$ cat config.mk
export PLATFORM = sky130hd
export DESIGN_NAME = cache_arbiter_8051
export DESIGN_NICKNAME = d
export VERILOG_FILES = /design/src/rtl/cache_arbiter_8051.sv
export SDC_FILE = /design/constraint.sdc
export NUM_CORES = 1
export LEC_CHECK = 0
export ABC_AREA = 1
export CAP_MARGIN = 20
export CORE_AREA = 2 2 89 155
export DETAILED_ROUTE_END_ITERATION = 7
export DIE_AREA = 0 0 91 157
export GPL_TIMING_DRIVEN = 0
export PLACE_DENSITY_LB_ADDON = 0.08
export SLEW_MARGIN = 20
export SYNTH_ARGS = -nofsm -noshare
export SYNTH_HDL_FRONTEND = slang
export SYNTH_SLANG_ARGS = --single-unit
$ cat constraint.sdc
create_clock -name clk -period 6.3 [get_ports clk]
set_input_delay 0.945 -clock clk [delete_from_list [all_inputs] [get_ports clk]]
set_output_delay 0.945 -clock clk [all_outputs]
set_load 0.05 [all_outputs]
$ cat src/rtl/cache_arbiter_8051.sv
// ---------------------------------------------------------------------------
// cache_arbiter_8051
//
// Sequencing controller and two-port arbiter in front of the 8051
// direct-mapped byte cache. The single cache lookup port is shared between
// the code-fetch requester (port 0) and the XDATA requester (port 1).
//
// Reads do a one-cycle lookup. A read miss is refilled from external memory
// and then written into the cache. Writes are write-through/write-allocate:
// the data goes to external memory first and is then written into the cache.
//
// Build option:
//   CACHE_ARB_FIXED_PRIO_EN  defined     -> fixed priority (req0 always wins)
//                            not defined -> round-robin between the ports
//
// Ports:
//   clk, rst                  clock; asynchronous active-high reset
//   req*/addr*/wr*/wdata*     requester side (held stable until ack*)
//   ack0, ack1, rdata         one-cycle completion pulse and read data
//   c_rd, c_fill, c_addr,
//   c_wdata, c_hit, c_rdata   cache array lookup/fill port
//   m_req, m_we, m_addr,
//   m_wdata, m_ack, m_rdata   handshaked external memory port
//   busy, gnt, miss_cnt       status: not idle, served port, read-miss count
// All outputs are registered and reset to zero.
// ---------------------------------------------------------------------------
module cache_arbiter_8051 (
  input  logic        clk,
  input  logic        rst,
  input  logic        req0,
  input  logic        req1,
  input  logic [15:0] addr0,
  input  logic [15:0] addr1,
  input  logic        wr0,
  input  logic        wr1,
  input  logic [7:0]  wdata0,
  input  logic [7:0]  wdata1,
  output logic        ack0,
  output logic        ack1,
  output logic [7:0]  rdata,
  output logic        c_rd,
  output logic        c_fill,
  output logic [15:0] c_addr,
  output logic [7:0]  c_wdata,
  input  logic        c_hit,
  input  logic [7:0]  c_rdata,
  output logic        m_req,
  output logic        m_we,
  output logic [15:0] m_addr,
  output logic [7:0]  m_wdata,
  input  logic        m_ack,
  input  logic [7:0]  m_rdata,
  output logic        busy,
  output logic        gnt,
  output logic [15:0] miss_cnt
);

  localparam logic [2:0] IDLE    = 3'd0;
  localparam logic [2:0] LOOKUP  = 3'd1;
  localparam logic [2:0] COMPARE = 3'd2;
  localparam logic [2:0] MEM     = 3'd3;
  localparam logic [2:0] FILL    = 3'd4;
  localparam logic [2:0] RESP    = 3'd5;

  logic [2:0]  state_reg;
  logic [15:0] addr_reg;
  logic        wr_reg;
  logic [7:0]  wdata_reg;

  // Port chosen if a grant is made this cycle (0 or 1).
  logic        pick;
  logic [15:0] sel_addr;
  logic        sel_wr;
  logic [7:0]  sel_wdata;

`ifdef CACHE_ARB_FIXED_PRIO_EN
  // req0 wins whenever it is present.
  assign pick = ~req0;
`else
  // Port granted most recently; resets to 1 so port 0 wins the first tie.
  logic last_grant;
  // A lone request wins; on a tie the port not granted last wins.
  assign pick = req1 & (~req0 | ~last_grant);
`endif

  assign sel_addr  = pick ? addr1  : addr0;
  assign sel_wr    = pick ? wr1    : wr0;
  assign sel_wdata = pick ? wdata1 : wdata0;

  // Registered outputs are loaded on the transition into the state that
  // owns them, so they are visible for the whole cycle spent in that state.
  always_ff @(posedge clk or posedge rst) begin
    if (rst) begin
      state_reg <= IDLE;
      addr_reg  <= '0;
      wr_reg    <= 1'b0;
      wdata_reg <= '0;
      ack0      <= 1'b0;
      ack1      <= 1'b0;
      rdata     <= '0;
      c_rd      <= 1'b0;
      c_fill    <= 1'b0;
      c_addr    <= '0;
      c_wdata   <= '0;
      m_req     <= 1'b0;
      m_we      <= 1'b0;
      m_addr    <= '0;
      m_wdata   <= '0;
      busy      <= 1'b0;
      gnt       <= 1'b0;
      miss_cnt  <= '0;
`ifndef CACHE_ARB_FIXED_PRIO_EN
      last_grant <= 1'b1;
`endif
    end else begin
      // Strobes are single-cycle unless re-armed below.
      ack0   <= 1'b0;
      ack1   <= 1'b0;
      c_rd   <= 1'b0;
      c_fill <= 1'b0;

      case (state_reg)
        IDLE: begin
          if (req0 | req1) begin
            gnt       <= pick;
            busy      <= 1'b1;
            addr_reg  <= sel_addr;
            wr_reg    <= sel_wr;
            wdata_reg <= sel_wdata;
`ifndef CACHE_ARB_FIXED_PRIO_EN
            last_grant <= pick;
`endif
            if (sel_wr) begin
              // Writes skip the lookup and go straight to external memory.
              state_reg <= MEM;
              m_req     <= 1'b1;
              m_we      <= 1'b1;
              m_addr    <= sel_addr;
              m_wdata   <= sel_wdata;
            end else begin
              state_reg <= LOOKUP;
              c_rd      <= 1'b1;
              c_addr    <= sel_addr;
            end
          end
        end

        LOOKUP: begin
          // c_rd was raised on entry; the cache answers in COMPARE.
          state_reg <= COMPARE;
        end

        COMPARE: begin
          if (c_hit) begin
            rdata     <= c_rdata;
            ack0      <= ~gnt;
            ack1      <= gnt;
            state_reg <= RESP;
          end else begin
            if (miss_cnt != 16'hFFFF) begin
              miss_cnt <= miss_cnt + 16'd1;
            end
            state_reg <= MEM;
            m_req     <= 1'b1;
            m_we      <= 1'b0;
            m_addr    <= addr_reg;
            m_wdata   <= wdata_reg;
          end
        end

        MEM: begin
          if (m_ack) begin
            m_req     <= 1'b0;
            m_we      <= 1'b0;
            c_fill    <= 1'b1;
            c_addr    <= addr_reg;
            // c_wdata doubles as the holding register for refill data.
            c_wdata   <= wr_reg ? wdata_reg : m_rdata;
            state_reg <= FILL;
          end
        end

        FILL: begin
          if (!wr_reg) begin
            rdata <= c_wdata;
          end
          ack0      <= ~gnt;
          ack1      <= gnt;
          state_reg <= RESP;
        end

        RESP: begin
          busy      <= 1'b0;
          state_reg <= IDLE;
        end

        default: begin
          state_reg <= IDLE;
        end
      endcase
    end
  end

endmodule
# == After elaboration in Yosys (flattened, before gate mapping) ==
# Index checks and enable logic that the tools add are counted.
# classes
addsub,1
mul,0
n_div,0
order_cmp,0
n_eq_ne,13
n_shift,0
n_mux,42
bitwise_logic,7
n_reduce_logical,15
# op_table
op,n
16-bit two-way mux,7
16-bit one-hot mux with 2 select lines,2
8-bit two-way mux,7
8-bit one-hot mux with 2 select lines,2
"16-bit by 1-bit adder with 16-bit output, second input constant",1
"16-bit inequality test, second input constant",1
3-bit one-hot mux with 5 select lines,1
1-bit two-way mux,14
"2-bit inequality test, second input constant",7
3-bit two-way mux,3
2-bit AND reduction,4
4-bit AND reduction,2
2-bit nonzero test,4
"3-bit by 2-bit equality test with 1-bit output, second input constant",2
"3-bit equality test, second input constant",2
1-bit one-hot mux with 2 select lines,3
1-bit one-hot mux with 3 select lines,2
3-bit AND reduction,2
5-bit AND reduction,1
1-bit inverter,4
"3-bit by 1-bit equality test with 1-bit output, second input constant",1
3-bit zero test,1
3-bit nonzero test,1
2-bit two-way mux,1
2 further kinds,3
# word_totals
register_bits,109
latchBits,0
ram_bits,0
romBits,0
out_inout_bits,80
elab_cells,97
n_memories,0

# == Logic depth before layout (Yosys ltp) ==
# Gate-level depths: netlist of run 1.
# depth
ltp_word,7
mapped_depth,9

# == Worst setup path before layout of run 1 ==
# OpenSTA, ideal clock, no wires.
# synth_timing
kind,input port to flip-flop
start,input req1
end,register m_addr[0]
arrival_time_ns,1.922
slack_ns,4.260
path_stages,9
path_buffers,2
cell_sequence,buf_2 -> nand2_1 -> nand2_1 -> nand2_1 -> nand2_2 -> nand2_2 -> buf_4 -> nand2_1 -> nand2_1
# synth_between
elab_chain_cells,5
# synth_rtl
item,line,source
"start, declared",31,"input logic req1,"
1-bit bitwise AND,83,assign pick = req1 & (~req0 | ~last_grant);
16-bit two-way mux,86,assign sel_addr = pick ? addr1 : addr0;
16-bit two-way mux,133,if (sel_wr) begin
16-bit two-way mux,124,if (req0 | req1) begin
16-bit one-hot mux with 2 select lines,122,case (state_reg)
"end signal, assigned",138,m_addr <= sel_addr;
"end signal, assigned",166,m_addr <= addr_reg;
"end, declared",49,"output logic [15:0] m_addr,"
# Several ways; a longest one is shown, not always the timed one. The select of a mux whose other input is x is not followed.
# A chain may end at the register's enable or synchronous reset.

# == Final worst setup path of run 1 ==
# layout_timing
start,register miss_cnt[13]
end,output miss_cnt[13]
# layout_rtl
item,line,source
"start, declared",55,output logic [15:0] miss_cnt
"start signal, assigned",161,miss_cnt <= miss_cnt + 16'd1;
# No word-level cell between the ends.

==> results.json, run 1 <==
{
  "cts_tree": "yes",
  "synth_cells": 765,
  "hpwl_um": 13600,
  "rsz0062_at_grt": "false",
  "fin_crit_ps": 2620,
  "worst_pin_slew_ps": 643,
  "slew_viol_final": 0,
  "critical_path_class": "reg2out",
  "whs_path_depth": 1,
  "clockBufferDepth": 2,
  "reg2regPathDepth": 8,
  "grt_pass1_vias": 5699,
  "drcViolationCount": 0,
  "core.rowCount": 55,
  "crit_cells": 1,
  "max_cap_viol_count": 0,
  "vias": 5627,
  "die_h_um": 157,
  "globalRouteOverflowTotal": 0,
  "crit_end": "miss_cnt[13]",
  "place_congestion": 0.924,
  "synth.avg_cell_area_sq_um": 7.51,
  "htree_levels": 3,
  "worst_ep_arrival_time_ps": 1670,
  "slew_headroom_pct": 56.7,
  "netlist.top_cell.by_area": "dfrtp_1",
  "syn-num-nets": 838,
  "seqCellArea_sq_um": 2730,
  "ys_top_cells_by_area": "dfrtp_1 (47%), nand2_1 (15%), nand3_1 (12%), o21ai_0 (7.6%), inv_1 (5.9%)",
  "cts_setup_buffers": 0,
  "final_hold_viol_count": 0,
  "clk_latency_ps": 350,
  "routed_via_density": 5.11,
  "reg2reg_from": "last_grant$_DFFE_PP1P_",
  "startpoint": "miss_cnt[13]$_DFFE_PP0P_",
  "die-area_sq_um": 14300,
  "reg2reg_to": "m_addr[6]$_DFFE_PP0P_",
  "worst_setup_path_start_kind": "register",
  "fin_cells": 1101,
  "crit_family": "buffers and inverters",
  "multiInputGateArea_sq_um": 2470,
  "nets": 1000,
  "drtAntennaViolNets": 0,
  "synth_ff_type": "dfrtp_1",
  "port_buffers": 150,
  "worstPathBufferInverterCount": 1,
  "grt_usage_pct": 25.4,
  "ys_types": 27,
  "required_ps": 5350,
  "grt_pass1_wl_um": 28700,
  "cts_resized": 0,
  "first_pass_iters": 5,
  "drive_gt1_share_pct": 6.99,
  "nFillCells": 1234,
  "hold_path_class": "reg2reg",
  "routed_wirelength_um": 17700,
  "design.core.area_sq_um": 12900,
  "vdd_drop_max_mv": 0.410,
  "area_delta_synth_final_pct": 36.3,
  "wl_per_cell_um": 16.1,
  "async_flop_share_pct": 100,
  "cpPeakStageDelay_ps": 850,
  "clkSlewWorstSetupHoldPaths_ps": 70,
  "fp.dieW_um": 91,
  "path_cells": "clkdlybuf4s50_1",
  "finalCritPeriodShare_pct": 41.6,
  "p_leak_nw": 3.83,
  "setup_viol": 0,
  "clock-sinks": 109,
  "grt_max_degree": 67,
  "synth_edf_count": 0,
  "first_iter_violations": 343,
  "start_util_pct": 44.4,
  "yosys_warnings": 0,
  "slowest_stage": "clkdlybuf4s50_1",
  "powerDensity_nw_per_um2": 540,
  "synth_top_area_share_pct": 47.1,
  "ys_seq_elements": 109,
  "io-pin-count": 152,
  "cts_made_buffers": 9,
  "syn_area_sq_um": 5740,
  "cts-root-buf": "clkbuf_16",
  "cp_max_fo": 7,
  "seq_area_frac_synth_pct": 47.5,
  "place_inst": 1087,
  "finClkSkew_ps": 9.74,
  "clock.fmax_mhz": 382,
  "tns_ps": 0,
  "holdBufCountCts": 0,
  "crit_path_end_kind": "output pin",
  "antenna-diode-count": 0,
  "reg2reg_slack_ps": 4310,
  "antenna_found_initial": 0,
  "status": "finished clean"
}
[logic make-up after synthesis]
family	synth area share (%)
xor gates and xnor gates	1.22
adders and majority gates	0.218
AOI/OAI and AO/OA	9.28
buffers and inverters	9.44
DFF	47.5
and+or+nand+nor	32.3
[metal layers]
layer | track usage (%) | vias up | wire length [um]
li1 | - | 2779 | -
met1 | 27.7 | 2630 | 6600
met2 | 48.0 | 183 | 9680
met3 | 4.60 | 35 | 880
met4 | 10.3 | 0 | 554
met5 | 0 | - | 0
[worst min-delay path by stage]
stage	from	to	slack, ps
6_report	gnt$_DFFE_PP0P_	ack0$_DFF_PP0_	450
5_1_grt	gnt$_DFFE_PP0P_	ack0$_DFF_PP0_	500
4_1_cts	gnt$_DFFE_PP0P_	ack0$_DFF_PP0_	450
3_5_place_dp	gnt$_DFFE_PP0P_	ack0$_DFF_PP0_	440
3_3_place_gp	gnt$_DFFE_PP0P_	ack0$_DFF_PP0_	440
2_1_floorplan	last_grant$_DFFE_PP1P_	last_grant$_DFFE_PP1P_	450
[report_power, final]
part | switching, mW | leakage [nW] | internal [mW] | total, mW
clock | 0.254 | 0.161 | 0.395 | 0.650
combinational | 1.66 | 2.31 | 0.747 | 2.40
sequential | 0.165 | 1.36 | 1.01 | 1.17
[metrics by stage]
step | worst slack (ps) | util, % | power (mW) | instance area [sq um] | hold WS (ps)
2_1_floorplan | 2480 | - | 2.76 | 5740 | 451
3_3_place_gp | 817 | 57.6 | 3.54 | 7460 | 445
3_5_place_dp | 3390 | 57.9 | 3.59 | 7490 | 440
4_1_cts | 3660 | 60.5 | 4.25 | 7830 | 450
5_1_grt | 3580 | 60.5 | 4.49 | 7830 | 497
6_report | 3680 | 60.5 | 4.23 | 7830 | 447
[layout by cell type, fill, tap and decap left out, types with 2 or more instances in the layout]
cell type,instances
nand3_1,138
nor2_1,20
buf_4,6
inv_2,6
clkbuf_1,8
dfrtp_1,108
xnor2_1,7
clkbuf_16,9
nor2_2,2
nand3b_1,9
clkdlybuf4s50_1,150
nand2_1,227
nand2_2,9
inv_1,89
bufinv_16,3
buf_2,16
nand4_1,6
nor2_4,3
nand3_2,3
o211ai_1,8
o21ai_0,87
buf_1,4
[cell usage after synthesis (2+ instances only)]
library cell and number:
nand2_1 227, nand2_2 9, nor2_4 3, xnor2_1 7
nand3_1 138, nor2_2 2, buf_4 6, buf_1 4
nand3b_1 9, buf_2 16, o21ai_0 87, nand3_2 3
inv_2 6, inv_1 90, nor2_1 20, dfrtp_1 108
clkbuf_1 8, o211ai_1 8, nand4_1 6
[area by class of cell]
class,count,share of cell area (%)
Buffer,35,2.32
Inverter,96,4.67
Sequential cell,109,34.9
Timing Repair Buffer,151,19.5
Tap cell,171,2.73
Multi-Input combinational cell,525,31.6
Clock inverter,4,1.25
Clock buffer,10,3.05
Power figures use the tool's default switching activity.
==> inputs of run 2 (changes only) <==
==> constraint.sdc (replaced) <==
create_clock -name clk -period 2.61 [get_ports clk]
set_input_delay 0.3915 -clock clk [delete_from_list [all_inputs] [get_ports clk]]
set_output_delay 0.3915 -clock clk [all_outputs]
set_load 0.05 [all_outputs]
==> run 2 against run 1 <==
Against the previous run:
- die area unchanged
- cell count up 0.27%
- largest cell class unchanged
- worst setup slack worse by 3100 ps
==> results.json, run 2 (synthesis results as in run 1) <==
{
  "required_ps": 2220,
  "clock.fmax_mhz": 483,
  "drive_gt1_share_pct": 7.29,
  "clockBufferDepth": 2,
  "drtAntennaViolNets": 0,
  "seqCellArea_sq_um": 2730,
  "rsz0062_at_grt": "false",
  "nFillCells": 1294,
  "hold_path_class": "in2async",
  "dpl-instance-area_sq_um": 7520,
  "antenna_found_initial": 0,
  "first_iter_violations": 356,
  "final_hold_viol_count": 0,
  "clkSlewWorstSetupHoldPaths_ps": 80,
  "cts_tree": "yes",
  "final_common_cell": "nand2_1",
  "vdd_drop_max_mv": 0.842,
  "worst_setup_path_start_kind": "register",
  "antenna-diode-count": 0,
  "io-pin-count": 152,
  "p_leak_nw": 3.82,
  "nets": 1002,
  "path_cells": "clkdlybuf4s50_1",
  "final_cell_mix": "nand2_1 (227), clkdlybuf4s50_1 (150), nand3_1 (138)",
  "fp.dieW_um": 91,
  "worstPathBufferInverterCount": 1,
  "area_delta_synth_final_pct": 35.9,
  "routed_wirelength_um": 17700,
  "fin_cells": 1104,
  "clk_latency_ps": 360,
  "port_buffers": 150,
  "reg2reg_slack_ps": 650,
  "core.rowCount": 55,
  "slew_headroom_pct": 57.3,
  "first_pass_iters": 5,
  "cpPeakStageDelay_ps": 850,
  "worst_ep_arrival_time_ps": 1680,
  "crit_path_end_kind": "output pin",
  "finClkSkew_ps": 7.73,
  "reg2regPathDepth": 7,
  "grt_pass1_vias": 5786,
  "tns_ps": 0,
  "max_cap_viol_count": 0,
  "cts_made_buffers": 9,
  "die-area_sq_um": 14300,
  "reg2reg_from": "state_reg[1]$_DFFE_PP0P_",
  "crit_family": "buffers and inverters",
  "powerDensity_nw_per_um2": 1280,
  "globalRouteOverflowTotal": 0,
  "hpwl_um": 13800,
  "cts-root-buf": "clkbuf_16",
  "vias": 5733,
  "die_h_um": 157,
  "htree_levels": 3,
  "grt_usage_pct": 25.3,
  "status": "finished clean",
  "critical_path_class": "reg2out",
  "grt_max_degree": 37,
  "clock-sinks": 109,
  "wl_per_cell_um": 16.0,
  "setup_viol": 0,
  "design.core.area_sq_um": 12900,
  "final_area_sq_um": 7800,
  "grt_pass1_wl_um": 28700,
  "cp_max_fo": 7,
  "cts_setup_buffers": 0,
  "slew_viol_final": 0,
  "place_congestion": 0.928,
  "cts_resized": 0,
  "place_inst": 1089,
  "multiInputGateArea_sq_um": 2470,
  "drcViolationCount": 0,
  "routed_via_density": 5.19,
  "fin_hold_ws_ps": 474,
  "slowest_stage": "clkdlybuf4s50_1",
  "holdBufCountCts": 0,
  "fin_crit_ps": 2070,
  "worst_pin_slew_ps": 639,
  "finalCritPeriodShare_pct": 79.3,
  "reg2reg_to": "addr_reg[1]$_DFFE_PP0P_",
  "crit_cells": 1,
  "start_util_pct": 44.4
}
-- run 2: cell type report --
class                   count  area share, %
well taps                 171           2.74
multi-input cells         525           31.7
inverters                  96           4.67
plain buffers              35           2.32
clock inverters             5          0.561
flip-flops and latches    109           35.0
repair buffers            153           20.0
clock buffers              10           3.06
-- run 2: worst max path at each step --
stage                                        start                  endpoint  slack, ps
after floorplan            miss_cnt[0]$_DFFE_PP0P_  miss_cnt[13]$_DFFE_PP0P_        660
after global placement                         rst     m_addr[3]$_DFFE_PP0P_       -210
after detailed placement                      req0    c_addr[12]$_DFFE_PP0P_        230
after CTS                 miss_cnt[11]$_DFFE_PP0P_              miss_cnt[11]        530
after global routing                          req0     c_addr[6]$_DFFE_PP0P_        390
final                     miss_cnt[11]$_DFFE_PP0P_              miss_cnt[11]        540
-- run 2: stage by stage --
| step | util [%] | setup slack (ps) | total power [mW] |
|---|---|---|---|
| floorplan | - | 660 | 6.67 |
| global placement | 57.7 | -205 | 8.55 |
| detailed placement | 58.1 | 228 | 8.66 |
| CTS | 60.3 | 530 | 10.0 |
| global route | 60.3 | 385 | 10.6 |
| finish | 60.3 | 539 | 9.96 |
-- run 2: metal layers --
layer  track usage, %  up-vias  share of wire (%)  wire length (um)
li1                 -     2786                  -                 -
met1             28.0     2704                 38              6660
met2             47.4      209                 54              9530
met3             3.45       34                4.6               810
met4             11.9        0                3.7               660
met5                0        -                  0                 0
-- run 2: power breakdown --
part	switching (mW)	leakage (nW)	total (mW)	internal [mW]
clock network	0.660	0.140	1.34	0.682
registers	0.405	1.36	2.84	2.44
logic	3.97	2.32	5.78	1.81
total	5.04	3.82	9.96	4.93
